==> src/rtl/painterengine_gpu_pkg.sv <==
// Shared blend-mode encoding and ARGB channel positions for the alpha-blend stream.
package painterengine_gpu_pkg;

    typedef enum logic [1:0] {
        BLEND_OVER = 2'd0,
        BLEND_ADD  = 2'd1,
        BLEND_MUL  = 2'd2,
        BLEND_PASS = 2'd3
    } blend_mode_e;

    // Channel index within a pixel; the bit offset is index * channel width.
    localparam int CH_B = 0;
    localparam int CH_G = 1;
    localparam int CH_R = 2;
    localparam int CH_A = 3;

endpackage

==> src/rtl/painterengine_gpu_blend_stage.sv <==
// One registered compositing stage: blends a source layer onto the running pixel.
module painterengine_gpu_blend_stage
    import painterengine_gpu_pkg::*;
#(
    parameter int W = 8
) (
    input  logic          clk,
    input  logic          rst_n,
    input  logic          en,
    input  logic          valid,
    input  blend_mode_e   mode,
    input  logic [4*W-1:0] dst,
    input  logic [4*W-1:0] src,
    output logic          q_valid,
    output logic [4*W-1:0] q_pix
);
    localparam logic [W-1:0] MAX = '1;

    function automatic logic [2*W-1:0] mul(input logic [W-1:0] a, input logic [W-1:0] b);
        return {{W{1'b0}}, a} * {{W{1'b0}}, b};
    endfunction

    // round(x / MAX) without a divider; exact for x <= MAX*MAX
    function automatic logic [W-1:0] div_max(input logic [2*W:0] x);
        logic [2*W:0] t;
        t = x + (2*W+1)'(1 << (W - 1));
        return W'((t + (t >> W)) >> W);
    endfunction

    logic [W-1:0]   as, ad, inv, cs, cd;
    logic [W:0]     sum;
    logic [4*W-1:0] res;

    always_comb begin
        as  = src[CH_A*W +: W];
        ad  = dst[CH_A*W +: W];
        inv = MAX - as;
        cs  = '0;
        cd  = '0;
        sum = '0;
        res = dst;
        if (mode != BLEND_PASS) begin
            res[CH_A*W +: W] = as + div_max({1'b0, mul(ad, inv)});
            for (int c = CH_B; c <= CH_R; c++) begin
                cs = src[c*W +: W];
                cd = dst[c*W +: W];
                case (mode)
                    BLEND_ADD: begin
                        sum = {1'b0, cd} + {1'b0, div_max({1'b0, mul(cs, as)})};
                        res[c*W +: W] = sum[W] ? MAX : sum[W-1:0];
                    end
                    BLEND_MUL: res[c*W +: W] = div_max({1'b0, mul(cd, cs)});
                    default:   res[c*W +: W] = div_max({1'b0, mul(cs, as)} + {1'b0, mul(cd, inv)});
                endcase
            end
        end
    end

    always_ff @(posedge clk or negedge rst_n) begin
        if (!rst_n) begin
            q_valid <= 1'b0;
            q_pix   <= '0;
        end else if (en) begin
            q_valid <= valid;
            q_pix   <= res;
        end
    end

endmodule

==> src/rtl/painterengine_gpu_alphablend_stream.sv <==
// N-layer ARGB compositor: input register, one blend stage per layer, output pixel counter.
module painterengine_gpu_alphablend_stream
    import painterengine_gpu_pkg::*;
#(
    parameter int CHANNEL_WIDTH = 8,
    parameter int LAYER_COUNT   = 2,
    parameter int COUNT_WIDTH   = 32
) (
    input  logic                                   i_wire_clock,
    input  logic                                   i_wire_resetn,
    input  logic                                   i_wire_valid,
    output logic                                   o_wire_ready,
    input  logic [LAYER_COUNT*4*CHANNEL_WIDTH-1:0] i_wire_layers,
    input  logic [4*CHANNEL_WIDTH-1:0]             i_wire_background,
    input  logic [1:0]                             i_wire_mode,
    output logic                                   o_wire_valid,
    input  logic                                   i_wire_ready,
    output logic [4*CHANNEL_WIDTH-1:0]             o_wire_argb,
    input  logic                                   i_wire_count_clear,
    output logic [COUNT_WIDTH-1:0]                 o_wire_pixel_count
);
    localparam int W  = CHANNEL_WIDTH;
    localparam int PW = 4 * W;

    logic                         en;
    logic                         in_valid;
    logic [PW-1:0]                in_bg;
    logic [LAYER_COUNT-1:0][1:0]  mode_pipe;
    logic [LAYER_COUNT:0]         vld_pipe;
    logic [LAYER_COUNT:0][PW-1:0] dat_pipe;
    logic [COUNT_WIDTH-1:0]       pixel_count;

    // The whole pipe advances together; a stalled output freezes every stage.
    assign en           = !o_wire_valid || i_wire_ready;
    assign o_wire_ready = en;

    always_ff @(posedge i_wire_clock or negedge i_wire_resetn) begin
        if (!i_wire_resetn) begin
            in_valid  <= 1'b0;
            in_bg     <= '0;
            mode_pipe <= '0;
        end else if (en) begin
            in_valid     <= i_wire_valid;
            in_bg        <= i_wire_background;
            mode_pipe[0] <= i_wire_mode;
            for (int j = 1; j < LAYER_COUNT; j++) mode_pipe[j] <= mode_pipe[j-1];
        end
    end

    assign vld_pipe[0] = in_valid;
    assign dat_pipe[0] = in_bg;

    for (genvar k = 0; k < LAYER_COUNT; k++) begin : g_layer
        // Layer k is consumed by stage k, so it trails the pixel by k extra registers.
        logic [k:0][PW-1:0] src_dly;

        always_ff @(posedge i_wire_clock or negedge i_wire_resetn) begin
            if (!i_wire_resetn) begin
                src_dly <= '0;
            end else if (en) begin
                src_dly[0] <= i_wire_layers[k*PW +: PW];
                for (int j = 1; j <= k; j++) src_dly[j] <= src_dly[j-1];
            end
        end

        painterengine_gpu_blend_stage #(.W(W)) u_stage (
            .clk     (i_wire_clock),
            .rst_n   (i_wire_resetn),
            .en      (en),
            .valid   (vld_pipe[k]),
            .mode    (blend_mode_e'(mode_pipe[k])),
            .dst     (dat_pipe[k]),
            .src     (src_dly[k]),
            .q_valid (vld_pipe[k+1]),
            .q_pix   (dat_pipe[k+1])
        );
    end

    assign o_wire_valid = vld_pipe[LAYER_COUNT];
    assign o_wire_argb  = dat_pipe[LAYER_COUNT];

    always_ff @(posedge i_wire_clock or negedge i_wire_resetn) begin
        if (!i_wire_resetn)                    pixel_count <= '0;
        else if (i_wire_count_clear)           pixel_count <= '0;
        else if (o_wire_valid && i_wire_ready) pixel_count <= pixel_count + COUNT_WIDTH'(1);
    end

    assign o_wire_pixel_count = pixel_count;

endmodule

==> config.mk <==
export PLATFORM = sky130hd
export DESIGN_NAME = painterengine_gpu_alphablend_stream
export DESIGN_NICKNAME = d
export VERILOG_FILES = /design/src/rtl/painterengine_gpu_pkg.sv /design/src/rtl/painterengine_gpu_blend_stage.sv /design/src/rtl/painterengine_gpu_alphablend_stream.sv
export SDC_FILE = /design/constraint.sdc
export NUM_CORES = 2
export LEC_CHECK = 0
export ABC_AREA = 0
export ABC_CLOCK_PERIOD_IN_PS = 25100
export CAP_MARGIN = 0
export CORE_MARGIN = 5
export CORE_UTILIZATION = 55
export DETAILED_ROUTE_END_ITERATION = 8
export HOLD_SLACK_MARGIN = 0.08
export PLACE_DENSITY_LB_ADDON = 0.2
export REMOVE_ABC_BUFFERS = 1
export SETUP_SLACK_MARGIN = 0.02
export SLEW_MARGIN = 30
export SYNTH_ARGS = -nofsm -noshare
export SYNTH_HDL_FRONTEND = slang
export SYNTH_SLANG_ARGS = --single-unit
==> constraint.sdc <==
create_clock -name i_wire_clock -period 25.1 [get_ports i_wire_clock]
set_clock_uncertainty 0.05 [all_clocks]
set_input_delay 5.02 -clock i_wire_clock [delete_from_list [all_inputs] [get_ports i_wire_clock]]
set_output_delay 5.02 -clock i_wire_clock [all_outputs]
set_load 0.005 [all_outputs]
==> impl_metrics.tcl <==
set metrics [dict create \
    boundaryPins 169 \
    synth_fa_ha_area_frac 0.451 \
    viasPerCell 5.58 \
    die_height_um 358 \
    synthSimpleGateAreaFrac 0.198 \
    std_cell_rows 127 \
    most-common-layout-cells "inv_1 (1313), ha_1 (1074), fa_1 (826)" \
    grt_pass1_wl_um 275000 \
    cts_buffers 30 \
    hold_depth 2 \
    tns_ns 0 \
    fillers 10700 \
    fin_ws_ns 13.04 \
    holdBufCountCts 0 \
    synth-seq-cells 231 \
    synth_compound_gate_area_share 0.109 \
    track_usage 0.261 \
    synth_top_family_by_area "adder cells" \
    synth_area_um2 66500 \
    clk_path_buf_depth 3 \
    cts_tree "done" \
    hp-class "reg -> reg" \
    hpwl_um 128000 \
    grt_pass1_vias 54400 \
    finalHoldViolations 0 \
    die_w_um 358 \
    num_vias 52900 \
    ys_types 103 \
    grt_start_max_net_pins 137 \
    dp_slack_ns 13.00 \
    dp_cells 9430 \
    post-route-period-util 0.481 \
    cts_setup_buffers 0 \
    cts_num_sinks 231 \
    cts_root_buf "clkbuf_16" \
    htree_levels 1 \
    seq_area_frac_synth 0.0869 \
    status "completed" \
    synth_top_area_share 0.249 \
    ff2ff_path_depth 35 \
    fmax_mhz 82.9 \
    yosysTopAreaCell "fa_1" \
    start_kind "input port" \
    antenna_found_initial 7 \
    routabilityCongestion 0.940 \
    drtIter0Drc 2734 \
    wire_per_inst_um 17.5 \
    slew_headroom 0.385 \
    r2r_end "g_layer[1].u_stage.q_pix[4]" \
    grt-ovfl-total 0 \
    synth-xor-area-share 0.0562 \
    cts_resized 0 \
    clk_latency_ns 0.65 \
    r2r_start "g_layer[1].src_dly[59]" \
    start_util 0.554 \
    setup_viol 0 \
    area_growth_pct 6.04 \
    drc 0 \
    core_area_um2 120000 \
    synth_flop_cell "dfrtp_1" \
    final_nets 9857 \
    cp.arrival_ns 6.99 \
    synth-edff-count 0 \
    postSynthAreaPerCell_um2 8.42 \
    portBuffers 168 \
    critPathMaxFanout 135 \
    hold_end "g_layer[1].src_dly[6]" \
    r2r_slack_ns 14.70 \
    slew_viol_final 0 \
    drtPass1Iterations 8 \
    critPathKind "in -> out" \
    drive_gt1_frac 0.0262 \
    die_area_um2 128000 \
    cp.required_ns 20.03 \
    period_needed_ns 12.06 \
    crit_path_end_kind "primary output" \
    yosys-top-cells-area "fa_1 (25%), ha_1 (20%), dfrtp_1 (8.7%)" \
    ys_warn_count 0 \
    holdCritStartpoint "g_layer[1].src_dly[6]" \
    final_common_cell "inv_1" \
    diodes 0 \
    wl_um 166000 \
    async_flop_share 1.00 \
    worst_slew_pin_slew_ns 0.923 \
    fin_cells 9487 \
    cap_violations 0 \
    ant_nets 0 \
    path_clk_slew_ns 0.06 \
    muxShareOfSynthArea 0.00309 \
    syn_inst 7902 \
    rsz0062_at_grt "no" \
]
-- worst max path at each step --
stage                            start      endpoint  slack, ns  cells after the start
after floorplan           i_wire_ready  o_wire_ready       1.78                      2
after global placement    i_wire_ready  o_wire_ready      13.02                      5
after detailed placement  i_wire_ready  o_wire_ready      13.00                      5
after CTS                 i_wire_ready  o_wire_ready      12.99                      5
after global routing      i_wire_ready  o_wire_ready      12.91                      5
final                     i_wire_ready  o_wire_ready      13.04                      5
-- cells by family (layout without fill, tap and decap cells) --
group / count (synthesis) / count (layout)
compound gates: 1093 / 1093
simple gates: 2588 / 2588
fa+ha+maj: 1904 / 1904
xor+xnor: 423 / 423
flops: 231 / 231
buf+inv: 1642 / 1610
mux: 20 / 20
other cells: 1 / 6
-- synthesized netlist by cell type, types with 58 or more instances --
cell type     n
a211oi_1     62
nor2_1      360
and2_1      534
a21o_1       91
xnor2_1     266
clkbuf_1    272
o21a_1       72
nor2b_1     266
o21ai_0     216
nor3_1       58
nand3_1     107
nand2b_1    247
inv_1      1314
a21oi_1     285
dfrtp_1     231
fa_1        826
ha_1       1077
xor2_1      154
nand2_1     814
-- state kept, by name (all words and copies together), names as in the netlist --
signal                   cells
g_layer.src_dly             96
g_layer.u_stage.q_pix       64
g_layer.u_stage.q_valid      2
in_bg                       32
in_valid                     1
mode_pipe                    4
o_wire_pixel_count          32
-- critical path: stages --
cell             delay [ns]
clkdlybuf4s50_1        0.46
nor2b_4                0.15
buf_12                 0.49
inv_8                  0.29
clkdlybuf4s50_1        0.54
-- metal layers --
metal / vias to the layer above / track usage / routed length (um)
li1: 25200 / - / -
met1: 26200 / 0.345 / 72300
met3: 246 / 0.0270 / 8700
met5: - / 0 / 0
met4: 0 / 0.0650 / 4270
met2: 1282 / 0.460 / 81100
-- final cells by class --
type                    instances  area (um2)  share of cell area
inverters                    1320        4960              0.0704
well taps                    1612        2020              0.0286
repair buffers                234        2230              0.0316
flip-flops and latches        231        5800              0.0823
clock buffers                  45         897              0.0127
clock inverters                11         153             0.00216
multi-input cells            6034       54500               0.772
-- per-stage QoR --
stage               area (um2)   util  hold WS, ns
floorplan                65200      -        0.380
global placement         69400  0.579        0.393
detailed placement       69400  0.579        0.406
CTS                      70500  0.588        0.419
global route             70500  0.588        0.440
finish                   70500  0.588        0.415
Power is not shown: default switching activity piles up to over one toggle a cycle in this logic, so the estimate is an artifact.
